==> config.mk <==
export PLATFORM = sky130hd
export DESIGN_NAME = posit_encoder
export DESIGN_NICKNAME = d
export VERILOG_FILES = /design/src/rtl/posit_pkg.sv /design/src/rtl/posit_round_rne.sv /design/src/rtl/posit_encoder.sv
export SDC_FILE = /design/constraint.sdc
export NUM_CORES = 1
export LEC_CHECK = 0
export CAP_MARGIN = 20
export CORE_ASPECT_RATIO = 0.8
export CORE_MARGIN = 2
export CORE_UTILIZATION = 40
export DETAILED_ROUTE_END_ITERATION = 8
export PLACE_DENSITY = 0.64
export SYNTH_ARGS = -nofsm -noshare
export SYNTH_HDL_FRONTEND = slang
export SYNTH_SLANG_ARGS = --single-unit
==> constraint.sdc <==
create_clock -name clk -period 5.3 [get_ports clk]
set_input_delay 1.06 -clock clk [delete_from_list [all_inputs] [get_ports clk]]
set_output_delay 1.06 -clock clk [all_outputs]
set_load 0.05 [all_outputs]
==> src/rtl/posit_pkg.sv <==
// Shared posit<32,3> constants, FSM state encoding and the encoder bit-stream builder.
package posit_pkg;

  localparam int unsigned N  = 32;
  localparam int unsigned ES = 3;

  localparam logic [N-1:0] NAR    = 32'h8000_0000;
  localparam logic [N-1:0] MAXPOS = 32'h7FFF_FFFF;
  localparam logic [N-1:0] MINPOS = 32'h0000_0001;

  // Longest stream: 33 regime bits (k=31 or k=-32) + 3 exponent + 32 fraction, padded.
  localparam int unsigned StreamW = 72;

  typedef enum logic [2:0] {
    StIdle,
    StBuild,
    StRound,
    StSign,
    StDone
  } posit_state_e;

  // Regime run + terminator, then exponent, then fraction, MSB-first and left-aligned.
  function automatic logic [StreamW-1:0] build_stream(input logic [5:0]    k,
                                                      input logic [ES-1:0] exp_value,
                                                      input logic [N-1:0]  mantissa);
    logic signed [5:0]    ks;
    logic [StreamW-1:0]   tail;
    logic [StreamW-1:0]   ones;
    int                   run;
    ks = signed'(k);
    if (ks >= 0) begin
      run  = int'(ks) + 1;
      tail = {1'b0, exp_value, mantissa, 36'b0};
      ones = ~({StreamW{1'b1}} >> run);
      build_stream = ones | (tail >> run);
    end else begin
      run  = -int'(ks);
      tail = {1'b1, exp_value, mantissa, 36'b0};
      build_stream = tail >> run;
    end
  endfunction

endpackage

==> src/rtl/posit_round_rne.sv <==
// Round-to-nearest-even of a 31-bit posit body with maxpos/minpos saturation.
module posit_round_rne
  import posit_pkg::*;
(
  input  logic [30:0] body_i,
  input  logic        guard_i,
  input  logic        sticky_i,
  input  logic [5:0]  k_i,
  output logic [30:0] body_o
);

  logic signed [5:0] k_s;
  logic              round_up;
  logic [31:0]       sum;

  always_comb begin
    k_s      = signed'(k_i);
    round_up = guard_i & (sticky_i | body_i[0]);
    sum      = {1'b0, body_i} + {31'b0, round_up};
    if (k_s >= 6'sd30) begin
      body_o = MAXPOS[30:0];
    end else if (k_s <= -6'sd31) begin
      body_o = MINPOS[30:0];
    end else if (sum[31]) begin
      body_o = MAXPOS[30:0];
    end else if (sum[30:0] == 31'd0) begin
      // A nonzero value never rounds to zero.
      body_o = MINPOS[30:0];
    end else begin
      body_o = sum[30:0];
    end
  end

endmodule

==> src/rtl/posit_encoder.sv <==
// Multi-cycle posit<32,3> encoder: bit-serial body assembly, RNE rounding, sign application.
module posit_encoder
  import posit_pkg::*;
(
  input  logic          clk,
  input  logic          rst,
  input  logic          start,
  input  logic          sign,
  input  logic [5:0]    k,
  input  logic [ES-1:0] exp_value,
  input  logic [N-1:0]  mantissa,
  input  logic          zero_in,
  input  logic          nar_in,
  output logic          done,
  output logic [N-1:0]  posit_num
);

  posit_state_e       state_q, state_d;
  logic [4:0]         cnt_q, cnt_d;
  logic [StreamW-1:0] stream_q, stream_d;
  logic [30:0]        body_q, body_d;
  logic               guard_q, guard_d;
  logic               sticky_q, sticky_d;
  logic               sign_q, sign_d;
  logic [5:0]         k_q, k_d;
  logic               zero_q, zero_d;
  logic               nar_q, nar_d;
  logic [N-1:0]       posit_q, posit_d;
  logic               done_q, done_d;
  logic [30:0]        body_rounded;
  logic [N-1:0]       mag;

  posit_round_rne u_round (
    .body_i   (body_q),
    .guard_i  (guard_q),
    .sticky_i (sticky_q),
    .k_i      (k_q),
    .body_o   (body_rounded)
  );

  always_comb begin
    state_d  = state_q;
    cnt_d    = cnt_q;
    stream_d = stream_q;
    body_d   = body_q;
    guard_d  = guard_q;
    sticky_d = sticky_q;
    sign_d   = sign_q;
    k_d      = k_q;
    zero_d   = zero_q;
    nar_d    = nar_q;
    posit_d  = posit_q;
    mag      = {1'b0, body_q};

    unique case (state_q)
      StIdle: begin
        if (start) begin
          sign_d   = sign;
          k_d      = k;
          zero_d   = zero_in;
          nar_d    = nar_in;
          stream_d = build_stream(k, exp_value, mantissa);
          body_d   = '0;
          guard_d  = 1'b0;
          sticky_d = 1'b0;
          cnt_d    = '0;
          state_d  = StBuild;
        end
      end
      StBuild: begin
        body_d   = {body_q[29:0], stream_q[StreamW-1]};
        stream_d = stream_q << 1;
        if (cnt_q == 5'd30) begin
          // Bit 70 becomes the guard once bit 71 has been shifted into the body.
          guard_d  = stream_q[StreamW-2];
          sticky_d = |stream_q[StreamW-3:0];
          state_d  = StRound;
        end else begin
          cnt_d = cnt_q + 5'd1;
        end
      end
      StRound: begin
        body_d  = body_rounded;
        state_d = StSign;
      end
      StSign: begin
        if (nar_q) begin
          posit_d = NAR;
        end else if (zero_q) begin
          posit_d = '0;
        end else begin
          posit_d = sign_q ? (~mag + 32'd1) : mag;
        end
        state_d = StDone;
      end
      StDone: begin
        if (!start) begin
          state_d = StIdle;
        end
      end
      default: state_d = StIdle;
    endcase

    // Registered so done rises one edge after DONE is entered.
    done_d = (state_q == StDone);
  end

  always_ff @(posedge clk) begin
    if (!rst) begin
      state_q  <= StIdle;
      cnt_q    <= '0;
      stream_q <= '0;
      body_q   <= '0;
      guard_q  <= 1'b0;
      sticky_q <= 1'b0;
      sign_q   <= 1'b0;
      k_q      <= '0;
      zero_q   <= 1'b0;
      nar_q    <= 1'b0;
      posit_q  <= '0;
      done_q   <= 1'b0;
    end else begin
      state_q  <= state_d;
      cnt_q    <= cnt_d;
      stream_q <= stream_d;
      body_q   <= body_d;
      guard_q  <= guard_d;
      sticky_q <= sticky_d;
      sign_q   <= sign_d;
      k_q      <= k_d;
      zero_q   <= zero_d;
      nar_q    <= nar_d;
      posit_q  <= posit_d;
      done_q   <= done_d;
    end
  end

  assign done      = done_q;
  assign posit_num = posit_q;

endmodule

[After elaboration in Yosys (flattened, before gate mapping)]
Cells that the tools add are included.
Operators by class
  $add $sub $neg: 5
  equal/unequal tests: 9
  order comparisons: 3
  reduce and logical (&&, ||, !) cells: 11
  multiplexer cells: 24
  shifts and indexed selects: 3
  bitwise operators: 5
Operators with widths (number)
  $mux W31: 5
  $mux W72: 2
  $pmux W72 S2: 1
  $mux W32: 3
  $pmux W31 S3: 1
  $not A72 Y72: 1
  $or A72 B72 Y72: 1
  $shr A71 B32 Y72: 1
  $shr A72 B32 Y72: 1
  $shr A72 B32 Y72 const A: 1
  $reduce_or A70 Y1: 1
  $add A31 B1 Y32: 1
  $add A32 B1 Y32 const B: 1
  $neg A6 Y32: 1
  $not A31 Y32: 1
  $logic_not A31 Y1: 1
  $pmux W3 S5: 1
  $mux W5: 2
  $pmux W5 S2: 1
  $mux W3: 3
  $reduce_and A3 Y1: 3
  $ne A2 B2 Y1 const B: 4
  $add A6 B2 Y7 const B: 1
  $eq A3 B2 Y1 const B: 2
  other kinds (15): 20
Storage, ports and cells
  word-level logic and storage cells: 72
  register bits: 155
  output and inout bits: 33

[Longest topological paths before layout]
Gate-level depths: netlist (run 1).
  depth in word-level cells: 9
  depth in mapped cells: 16
  gate-level depth less buffers: 12

[Modules after synthesis]
A second synthesis (run 1) with hierarchy kept.
Unflattened totals
  cell total of the unflattened synthesis: 1987
  area total of the unflattened synthesis: 15363.5 µm²
Modules (own cells, without submodules)
  posit_encoder: sequential area each 3103.0 µm², times used 1, area an instance 14058.5 µm², cells each 1768
  posit_round_rne: sequential area each 0.0 µm², times used 1, area an instance 1305.0 µm², cells each 219

[Least setup slack after synthesis (run 1)]
Ideal clock, no wire load.
  kind: input to register
  start: input port k[0]
  end: register stream_q[0]
  stages: 14
  arrival time: 4.600 ns
  library setup time: 0.060 ns
  required time: 5.240 ns
  setup slack: 0.640 ns
  cell sequence: buf_2 -> inv_1 -> buf_1 -> ha_1 -> nor3b_1 -> nand2_1 -> ha_1 -> nor4_1 -> nand4_1 -> nor3_2 -> nand2b_1 -> or4_1 -> nand3_1 -> o311a_1
Between the ends
  cells in the longest elaborated chain, start to end: 7
  elaborated cells on any way between the ends: 11
Ends and longest elaborated chain
  start, declared: RTL line posit_encoder.sv:9  | input logic [5:0] k,
  $add A6 B2 Y7: RTL line posit_pkg.sv:32  | run = int'(ks) + 1;
  $shr A72 B32 Y72: RTL line posit_pkg.sv:34  | ones = ~({StreamW{1'b1}} >> run);
  $not A72 Y72: RTL line posit_pkg.sv:34
  $or A72 B72 Y72: RTL line posit_pkg.sv:35  | build_stream = ones | (tail >> run);
  $mux W72 *: RTL line posit_pkg.sv:31  | if (ks >= 0) begin
  $mux W72 *: RTL line posit_encoder.sv:57  | if (start) begin
  $pmux W72 S2 *: RTL line posit_encoder.sv:55  | unique case (state_q)
  end signal, assigned: RTL line posit_encoder.sv:125  | stream_q <= stream_d;
  end, declared: RTL line posit_encoder.sv:20  | logic [StreamW-1:0] stream_q, stream_d;
Every way passes the cells marked *; elsewhere a longest branch is shown, timed or not. The select of a mux whose other input is x is not followed.
A chain may end at the register's enable or synchronous reset.

[Worst setup path after layout (run 1)]
  start: input port k[1]
  end: register stream_q[62]
The elaborated chain is that of the path after synthesis.

==> results.md, run 1 <==
- Initial antenna violation count: 3
- Mapped Cells: between 2000 and 2500
- Crit-path slowest cell: a2111oi_0
- Main synth FF type: dfxtp_1
- Routability cong.: ~1.1
- Crit path capture type: flop
- Tot Pwr: about 4.2 mW
- CP max stage delay: ~0.79 ns
- Minimum clock period: around 4.8 ns
- Grt ovf: 0
- Mean Syn Cell Area: approximately 7.6 µm²
- Number of synthesized flops with an enable pin: 0
- Via count: between 15000 and 20000
- Register area share after synthesis: 0.1999
- Hold/Removal Path Class: flop to flop
- Mapped Nets: about 2100
- Layout cells sized above 1: 0.1558
- CTS Sinks: around 150
- Die width: 223.5 µm
- Detail Route Antenna Nets: 0
- CORE AREA: 38120 µm²
- Mapped cell area: between 15000 and 20000 µm²
- Port bufs: just under 80
- CTS hold repair buffers: 0
- Max FO, Critical Path: just under 50
- Crit path top cell by count: a2111oi_0
- Worst-margin pin slew: 1.053 ns
- DRC Markers: 0
- Area growth, synth to finish: 15.05%
- Starting density of the core: 0.4046
- Clk_lat worst skew: about 0.46 ns
- Maximum vdd drop: 0.0002121 V
- Number of global-route vias before repair: around 17000
- WP buf/inv: 3
- Commonest non-fill, non-tap cell in the layout: nand2_1
- Largest net degree at the start of global routing: 106
- Worst Path Required: approximately 5.6 ns
- Final period util: 0.9055
- YS warnings: 0
- Static leakage: about 6.3 nW
- Status: complete, no violations
- Maximum clock rate: 208.4 MHz
- Worst Setup Start Kind: input pin
- Final slew viol count: 0
- Library cells used by synthesis: 89
- CTS tree: yes
- Nets@finish: between 2000 and 2500
- Root Buffer: clkbuf_16
- Crit-path cells: clkdlybuf4s50_1 > inv_1 > ha_4 > mux2_2 > mux2i_1 > a2111oi_0 > buf_4 > nor3_1 > a21oi_1 > a2111oi_0 > a311oi_1
- Die Area: between 40000 and 50000 µm²
- H-Tree Depth: 4
- Commonest non-fill, non-tap cells in the layout: nand2_1 (218), nor2_1 (154), dfxtp_1 (154)
- Clk pin slew, worst setup/hold paths: ~0.080 ns
- # setup viols final: 0
- Total of max-cap violations: 0
- Drt first pass iters: 8
- Hold Vio Cnt, Final: 0
- Ports: 80
- Avg WL per Cell: about 32 µm
- Worst Path Class, Setup: input pin to flop
- Tot GR Track Use: 0.3984
- CTS buffer count: 17
- Setup bufs post-CTS: 0
- Rel. slew slack: 0.2961
- Vias per cell: approximately 7.1
- Max clock buf depth: 2
- Setup tns final: 0 ns
- Crit-path leading delay family: compound AO/OA/AOI/OAI gates
- Iteration-0 DRC count of the detailed router: between 3000 and 4000
- Reg2Reg Setup Slack: 1.57 ns
- Unrepaired setup endpoints after global routing: false
- Resized Gates After CTS: 0
- Routed wire length: slightly above 80 mm
- Layout fillers: 3839
- Detailed Place HPWL: between 60 and 70 mm
- Max Clock Skew: approximately 0.011 ns
- First-pass GRT wire length: about 120 mm
- Seq cells post-synth: 154
- Async SR Flop Fraction: 0
- Row cnt: 64
- Die H: ~180 µm
- Power Dens Cells: approximately 240 nW/µm²
- WP data arrival: 5.10 ns
==> per-layer routing <==
metal / part of all wire / up-vias / GRT usage
met2: 0.38 / 1281 / 0.5168
met4: 0.041 / 8 / 0.1403
li1: - / 7816 / -
met3: 0.15 / 213 / 0.1770
met1: 0.43 / 8959 / 0.5687
met5: 0.0030 / - / 0.03823
==> synth_stat cells (11+ instances only) <==
cell       instances  share of area
ha_1              15          0.012
clkbuf_1         126          0.031
a31oi_1           42          0.017
nand4_1           37          0.015
o22ai_1           24         0.0097
mux4_2            55          0.080
a221oi_1          40          0.023
o221ai_1          16         0.0091
or3_1             12         0.0049
nor4_1            31          0.013
buf_2             41          0.013
a22oi_1           63          0.031
nor2_1           156          0.038
nor3_1            59          0.019
inv_1             15         0.0037
dfxtp_1          154           0.20
buf_1             22         0.0054
o21ai_0          145          0.047
a22o_1            13         0.0074
a211oi_1          23          0.011
nand2_1          218          0.053
xnor2_1           42          0.024
o31ai_1           27          0.013
mux2i_1          104          0.068
nand2b_1          16         0.0065
o211ai_1          13         0.0063
and3_1            15         0.0061
a2111oi_0         11         0.0062
a21oi_1          147          0.048
nand3_1           78          0.025
mux2_2            48          0.035
xor2_1            33          0.019
==> logic make-up (layout without fill, tap and decap cells) <==
kind of cell / count (synthesis) / after routing / synth area share
AND/OR/NAND/NOR: 675 / 675 / 0.2076
AO/OA/AOI/OAI: 669 / 669 / 0.2895
buffers and inverters: 224 / 272 / 0.06531
multiplexers: 207 / 207 / 0.1829
flip-flops: 154 / 154 / 0.1999
XOR/XNOR: 75 / 75 / 0.04260
adder cells (fa/ha/maj): 15 / 15 / 0.01217
other: 0 / 2 / 0
==> through the flow <==
stage	utilization	instances	worst slack, ns	area (µm²)	hold slack [ns]
after CTS	0.4653	2562	0.6837	17740	0.4609
after detailed placement	0.4494	2530	0.2033	17130	0.4486
after floorplan	-	2019	0.6399	15420	0.4400
final	0.4655	2564	0.5007	17740	0.4565
after global routing	0.4653	2562	0.4863	17740	0.4865
after global placement	0.4491	2529	0.2275	17120	0.4383
==> where the power goes <==
part / total, mW / leakage [nW] / switching [mW] / internal [mW]
Sequential: 1.27 / 1.25 / 0.0637 / 1.21
Clock: 1.28 / 0.289 / 0.609 / 0.673
Combinational: 1.69 / 4.74 / 1.13 / 0.563
Total: 4.24 / 6.28 / 1.80 / 2.44
==> worst reg2reg max path, cell delays in order (launching register included) <==
cell	delay, ns
dfxtp_1	0.59
o21a_1	0.19
ha_1	0.27
and4_1	0.29
and4_1	0.48
nand4_1	0.28
o21ai_1	0.68
buf_4	0.30
o31ai_1	0.08
a221o_1	0.38
o31ai_1	0.09
==> final cells by class <==
| type | instances | area, µm² | area share |
|---|---|---|---|
| multi-input cells | 1641 | 11440 | 0.6446 |
| flip-flops and latches | 154 | 3083 | 0.1738 |
| clock inverters | 15 | 180.2 | 0.01016 |
| diodes | 2 | 5.005 | 0.0002821 |
| well taps | 495 | 619.3 | 0.03491 |
| repair buffers | 223 | 1927 | 0.1086 |
| inverters | 17 | 65.06 | 0.003667 |
| clock buffers | 17 | 425.4 | 0.02398 |
==> flip-flops by register name (all words and copies together), names as in the netlist, 3 cells and up <==
name / flops
k_q: 5
body_q: 31
stream_q: 72
posit_num: 32
state_q: 3
cnt_q: 5
==> worst paths after layout <==
| check | startpoint | endpoint | cells past startpoint |
|---|---|---|---|
| setup / recovery | k[1] | stream_q[62] | 11 |
| hold / removal | posit_num[25] | posit_num[25] | 2 |
| setup reg to reg | body_q[0] | body_q[0] | 10 |
| hold reg to reg | posit_num[25] | posit_num[25] | 2 |
Power figures use the tool's default switching activity.
==> inputs of run 2 (changes only) <==
- clock period: 5.3 -> 5.9 ns (I/O delays scaled with it)
==> run 2 against run 1 <==
Via count fell by 0.71%. First-iteration DRC count grew 5.4%. Combinational power is 14% lower. Highest routed layer unchanged. Utilization shrank 0.78 points.
==> results.md, run 2 (synthesis gave the netlist of run 1 again) <==
- Status: complete, no violations
- Number of global-route vias before repair: 16070 (-3.1%)
- CTS buffer count: 17 (unchanged)
- Detailed Place HPWL: 59.79 mm (-4.4%)
- Max clock buf depth: 2 (unchanged)
- Avg WL per Cell: 31.18 µm (-2.4%)
- CORE AREA: 38120 µm² (unchanged)
- Setup tns final: 0 ns (unchanged)
- Worst Path Class, Setup: input pin to flop
- CTS hold repair buffers: 0 (unchanged)
- Final period util: 0.8887
- Int Pwr: 2.224 mW (-9.0%)
- Routed wire length: 78.56 mm (-4.1%)
- Minimum clock period: around 5.2 ns
- Crit path capture type: flop
- Commonest non-fill, non-tap cells in the layout: nand2_1 (218), nor2_1 (154), dfxtp_1 (154)
- Final instance area: 17440 µm² (-1.7%)
- Setup bufs post-CTS: 0 (unchanged)
- Met2 wire len: 30.02 mm (-3.3%)
- Final slew viol count: 0 (unchanged)
- Port bufs: 79 (unchanged)
- Root Buffer: clkbuf_16
- Ports: 80 (unchanged)
- Worst R2R Path Depth: 10 (unchanged)
- Row cnt: 64 (unchanged)
- # setup viols final: 0 (unchanged)
- R2R Path Start: body_q[0]
- Clk pwr share: 0.305 (+0.003)
- Clk pin slew, worst setup/hold paths: 0.06 ns (-0.02 ns)
- Met1 WL: 34.02 mm (-2.8%)
- Max reg flops: 72 (unchanged)
- Worst Setup Start Kind: input pin
- Combinational share of power: 0.388 (-0.010)
- Maximum clock rate: roughly 190 MHz
- Detail Route Antenna Nets: 0 (unchanged)
- Max FO, Critical Path: 63 (+29%)
- Rel. slew slack: 0.2809 (-0.01515)
- Total of max-cap violations: 0 (unchanged)
- Antenna diodes: 0 (-2)
- Routability cong.: 1.111 (-0.21%)
- Layout cells sized above 1: 0.1378 (-0.01800)
- CTS tree: yes
- Area growth, synth to finish: 13.11%
- Tot GR Track Use: 0.3823 (-0.01611)
- Most flops, register: stream_q
- Die H: 179.6 µm (unchanged)
- Initial antenna violation count: 2 (-1)
- Reg2Reg Setup Slack: 2.27 ns (+0.70 ns)
- Unrepaired setup endpoints after global routing: false
- Dpl cell area: 16830 µm² (-1.8%)
- Static leakage: 6.081 nW (-3.1%)
- Switching pwr: 1.516 mW (-16%)
- Commonest non-fill, non-tap cell in the layout: nand2_1
- Vias per cell: 7.202 (+1.0%)
- Resized Gates After CTS: 0 (unchanged)
- Met3 wire len: 11.95 mm (-2.5%)
- Maximum vdd drop: 0.0001968 V (-7.2%)
- Power Dens Cells: 214.4 nW/µm² (-10%)
- Clk_lat worst skew: 0.45 ns (about the same)
- First-pass GRT wire length: 114.3 mm (-3.2%)
- H-Tree Depth: 4 (unchanged)
- Die Area: 40150 µm² (unchanged)
- Max Clock Skew: 0.01222 ns (+0.001392 ns)
- Worst Path Required: 6.20 ns (+0.60 ns)
- Via count: 18150 (-0.71%)
- DRC Markers: 0 (unchanged)
- Drt first pass iters: 8 (unchanged)
- Worst flop-to-flop path endpoint: body_q[0]
- Hold Vio Cnt, Final: 0 (unchanged)
- Worst Setup EP: stream_q[22]
- Hold/Removal Path Class: flop to flop
- WP data arrival: 5.55 ns (+0.45 ns)
- Max Used Layer: met5
- Tot Pwr: 3.740 mW (-12%)
- Worst-margin pin slew: 1.067 ns (+0.01400 ns)
- CTS Sinks: 154 (unchanged)
- Launch point of the worst path: k[1]
- Switch share: 0.4054 (-0.01857)
- Die width: 223.5 µm (unchanged)
- Grt ovf: 0 (unchanged)
- Largest net degree at the start of global routing: 93 (-12%)
- Iteration-0 DRC count of the detailed router: 3445 (+5.4%)
- Starting density of the core: 0.4046 (unchanged)
- Final Hold Slack: 0.4484 ns (-0.008141 ns)
- Sequential fraction of design power: 0.307 (+0.007)
- Nets@finish: 2074 (-2.0%)
run 2: changes by cell type in the layout (fill, tap and decap cells not counted), sizes merged:
cell / change
buf: -42
bufinv: +1
clkbuf: +4
clkinv: -2
clkinvlp: +2
diode: -2
inv: -5
run 2: how the worst min path moves through the flow:
stage                       start             to  cells past startpoint
detailed placement  posit_num[28]  posit_num[28]                      2
finish              posit_num[28]  posit_num[28]                      2
global placement    posit_num[16]  posit_num[16]                      2
CTS                 posit_num[28]  posit_num[28]                      2
global route        posit_num[28]  posit_num[28]                      2
floorplan                  k_q[5]         k_q[5]                      2
run 2: per-layer routing:
metal / track usage / up-vias
li1: - / 7737
met1: 0.5671 / 8864
met2: 0.4971 / 1382
met3: 0.1543 / 163
met4: 0.1051 / 2
met5: 0.02031 / -
run 2: cell type report:
| type | count | area (µm²) |
|---|---|---|
| Clock buffer | 21 | 470.5 |
| Fill cell | 3835 | 20670 |
| Timing Repair Buffer | 181 | 1649 |
| Sequential cell | 154 | 3083 |
| Inverter | 17 | 65.06 |
| Multi-Input combinational cell | 1641 | 11440 |
| Clock inverter | 11 | 118.9 |
| Tap cell | 495 | 619.3 |
run 2: through the flow:
step	setup slack, ns	std cells	utilization
2_1_floorplan	1.120	2019	-
3_3_place_gp	0.2709	2487	0.4414
3_5_place_dp	0.4962	2487	0.4414
4_1_cts	0.9500	2519	0.4569
5_1_grt	0.6041	2520	0.4576
6_report	0.6564	2520	0.4576
run 2: critical path, cell delays in order:
cell	delay, ns
clkdlybuf4s50_1	0.48
inv_1	0.07
ha_4	0.77
mux2_2	0.44
mux2i_1	0.49
mux2i_1	0.19
o21ai_0	0.62
o31ai_1	0.23
a2111oi_0	0.72
buf_4	0.25
nor3_1	0.04
run 2: power groups by stage:
| stage | sequential (mW) | combinational (mW) | clock (mW) |
|---|---|---|---|
| floorplan | 1.14 | 0.824 | 0 |
| detailed placement | 1.16 | 1.36 | 0 |
| global route | 1.15 | 1.49 | 1.19 |
| CTS | 1.14 | 1.37 | 1.14 |
| finish | 1.15 | 1.45 | 1.14 |
| global placement | 1.16 | 1.37 | 0 |
